==> src/rtl/rule90_ca.sv <==
// ============================================================================
//  Module      : rule90_ca
//  Description : Wolfram Rule 90 cellular automaton with a parallel-loadable
//                WIDTH-cell state. Define RULE90_WRAP_EN for a toroidal ring,
//                otherwise cells beyond both ends read as zero.
//  Revision    : 1.0 - initial release
// ============================================================================
`default_nettype none

module rule90_ca #(
    parameter int WIDTH = 512
) (
    input  logic             clk,
    input  logic             reset,
    input  logic             load,
    input  logic [WIDTH-1:0] data,
    output logic [WIDTH-1:0] q
);

    logic [WIDTH-1:0] left_nbr;
    logic [WIDTH-1:0] right_nbr;
    logic [WIDTH-1:0] next_q;

    // left_nbr[i] holds q[i-1], right_nbr[i] holds q[i+1]
    always_comb begin
`ifdef RULE90_WRAP_EN
        left_nbr  = {q[WIDTH-2:0], q[WIDTH-1]};
        right_nbr = {q[0], q[WIDTH-1:1]};
`else
        left_nbr  = {q[WIDTH-2:0], 1'b0};
        right_nbr = {1'b0, q[WIDTH-1:1]};
`endif
        next_q = left_nbr ^ right_nbr;
    end

    always_ff @(posedge clk) begin
        if (reset) begin
            q <= '0;
        end else if (load) begin
            q <= data;
        end else begin
            q <= next_q;
        end
    end

endmodule

`default_nettype wire

==> config.mk <==
export PLATFORM = sky130hd
export DESIGN_NAME = rule90_ca
export DESIGN_NICKNAME = d
export VERILOG_FILES = /design/src/rtl/rule90_ca.sv
export SDC_FILE = /design/constraint.sdc
export NUM_CORES = 1
export LEC_CHECK = 0
export CORE_AREA = 2 2 396 398
export DETAILED_ROUTE_END_ITERATION = 12
export DIE_AREA = 0 0 398 400
export DONT_BUFFER_PORTS = 1
export GPL_TIMING_DRIVEN = 0
export PLACE_DENSITY = 0.35
export SETUP_SLACK_MARGIN = 0.2
export SLEW_MARGIN = 20
export SYNTH_ARGS = -nofsm -noshare
export SYNTH_HDL_FRONTEND = slang
export SYNTH_SLANG_ARGS = --single-unit
==> constraint.sdc <==
create_clock -name clk -period 1.5 [get_ports clk]
set_input_delay 0.45 -clock clk [delete_from_list [all_inputs] [get_ports clk]]
set_output_delay 0.45 -clock clk [all_outputs]
set_load 0.05 [all_outputs]
==> results.cfg <==
[global_route]
grt_max_degree = 12
grt_overflow_total = 0
grt_pass1_vias = 21300
gr-usage-all-layers = 0.142
antenna_found_initial = 19
grt_pass1_wl_um = 164000

[worst_hold_path]
hp-class = input pin to flop
hp-start = data[193]

[placement]
place_area_mm2 = 0.0279
dpl.hpwl_um = 95000
gp_congestion = 0.891
io_buffers = 0
dp_slack_ns = -0.977

[layout]
largestRegisters = q x512
syn_to_final_growth_pct = 46.3
final_util = 0.239
design_area_mm2 = 0.0370
seqCellArea_mm2 = 0.0122
largest_reg_flops = 512
top_register = q
finalNetCount = 3299
drive_gt1_frac = 0.449
multi_input_area_mm2 = 0.0140
num-fill-cells = 16700

[clocking]
cts-root-buf = clkbuf_16
numCtsBuffers = 70
clock_sinks = 512
htreeDepth = 3
clock_latency_ns = 0.64
tritoncts = yes
clockBufferDepth = 3
cts.clk_slew.worst_paths_ns = 0.06

[yosys]
synthFlopType = dfxtp_1
synth_fa_ha_area_frac = 0
yosysSeqAreaShare = 0.405
syn_area_mm2 = 0.0253
yosys.area.top_type = dfxtp_1
synthDistinctLibCells = 13
synth_xor_area_frac = 0.176
synth-seq-cells = 512
yosys_warnings = 0
syn-instance-count = 2217
yosysMostFrequentCell = dfxtp_1
synth_top_family_by_area = compound AO/OA/AOI/OAI gates
yosys-top-cells-count = dfxtp_1 (512), nor2b_1 (510), xnor2_1 (510), a211oi_2 (498), buf_2 (108)
synth_nets = 2732
synth_compound_area_frac = 0.250
synthMuxAreaShare = 0.000791
synth_top_area_share = 0.405
yosys.area_share.simple = 0.126
synth-edff-count = 0
synth_area_per_cell_um2 = 11.4
async_flop_share = 0
ys_top_cells_by_area = dfxtp_1 (40%), a211oi_2 (25%), xnor2_1 (18%)

[detailed_routing]
top_layer = met5
vias = 19200
wl_met1_um = 45900
totalWireLength_um = 118000
ant_nets = 0
via_per_inst = 3.91
met2_length_um = 57900
met3_length_um = 9880
wl_per_cell_um = 24.1
dr.pass1.iters = 4
drt_drc_violations_left = 0
drt_iter0_markers = 731

[sta]
rsz0062_at_grt = yes
final_hold_viol_count = 0
final.period_utilization = 1.13
maxSlewHeadroom = 0.467
setup_violations = 512
finalSetupTns_ns = -23.63
worstMarginPinSlew_ns = 0.800
fmax_mhz = 592
setup_slack_ns = -0.188
slew_viol_final = 0
fin_skew_ns = 0.0375
period_minus_slack_ns = 1.69

[critical_path]
reg2reg_depth = 2
worstSetupStartpointType = flop
cp_max_fo = 3
worst-path-stages = 0
crit_start = q[13]$_SDFF_PP0_
reg2reg_from = q[13]$_SDFF_PP0_
reg2reg_slack_ns = 0.45
crit_type = flop to output port
cp-endpoint = q[13]
end_kind = output port
worstReg2RegEnd = q[12]$_SDFF_PP0_
cp.arrival_ns = 1.24
cp.required_ns = 1.05

[run]
max-cap-violations = 0

[floorplan]
dieArea_mm2 = 0.159
start_util = 0.163
core_mm2 = 0.155
die_w_um = 398
io_pins = 1027
rows = 145
die-height_um = 400

[pwr]
clkPwrFrac = 0.365
vdd_drop_max_v = 0.000771
switching_share = 0.369
p_per_area_mw_per_mm2 = 1230
p_leak_nw = 11.4
p_comb_frac = 0.153
power_switching_w = 0.0168
seqPwrFrac = 0.482
intPower_w = 0.0287

[run_status]
status = complete, but fails checks
violations = negative setup slack
cells by family after synthesis:
logic type,Yosys count
DFF,512
and+or+nand+nor,512
AOI/OAI and AO/OA,510
xor gates and xnor gates,510
buffers and inverters,171
muxes,2
cell usage in the layout, fill, tap and decap left out, drive strengths merged, types with 4 or more instances in the layout:
cell type / synthesis / final
buf: 154 / 154
inv: 1 / 4
a211oi: 510 / 510
clkbuf: 16 / 127
xnor2: 510 / 510
dlygate4sd3: 0 / 495
clkinv: 0 / 7
diode: 0 / 10
dfxtp: 512 / 512
nor2b: 510 / 510
area by class of cell:
| cell class | count | share of cell area |
|---|---|---|
| plain buffers | 170 | 0.0289 |
| inverters | 1 | 0.000169 |
| repair buffers | 495 | 0.134 |
| diodes | 10 | 0.000676 |
| clock inverters | 10 | 0.00226 |
| well taps | 2058 | 0.0695 |
| multi-input cells | 1534 | 0.378 |
| flip-flops and latches | 512 | 0.329 |
| clock buffers | 111 | 0.0580 |
stage by stage:
stage          hold slack (ns)  total power [W]  instances
2_1_floorplan            0.597           0.0258       2217
3_3_place_gp             0.606           0.0279       4275
3_5_place_dp             0.616           0.0279       4275
4_1_cts               0.000519           0.0464       4891
5_1_grt                 0.0293           0.0474       4895
6_report                0.0837           0.0454       4901
timing repair:
| action | 4_1_cts | 5_1_grt |
|---|---|---|
| pin swaps | 0 | 0 |
| endpoints found under the hold margin | 495 | 0 |
| hold buffers | 495 | 0 |
| resized for setup | 1032 | 0 |
| gates cloned | 0 | 0 |
| setup endpoints to repair | 1001 | 512 |
| buffers inserted | 0 | 0 |
layer usage:
layer / vias up / global-route usage
li1: 8865 / -
met1: 9359 / 0.159
met2: 735 / 0.245
met3: 187 / 0.0521
met4: 20 / 0.0509
met5: - / 0
worst min-delay path by stage:
| stage | end | slack (ns) | cells after the start |
|---|---|---|---|
| after floorplan | q[0]$_SDFF_PP0_ | 0.60 | 2 |
| after global placement | q[511]$_SDFF_PP0_ | 0.61 | 2 |
| after detailed placement | q[511]$_SDFF_PP0_ | 0.62 | 2 |
| after CTS | q[193]$_SDFF_PP0_ | 0.0005 | 2 |
| after global routing | q[224]$_SDFF_PP0_ | 0.03 | 2 |
| final | q[193]$_SDFF_PP0_ | 0.08 | 2 |
power groups by stage:
stage	sequential [W]	combinational (W)	clock (W)
after floorplan	0.0209	0.00488	0
after global placement	0.0222	0.00573	0
after detailed placement	0.0222	0.00573	0
after CTS	0.0220	0.00703	0.0173
after global routing	0.0221	0.00754	0.0178
final	0.0219	0.00694	0.0166
Power figures use the tool's default switching activity.
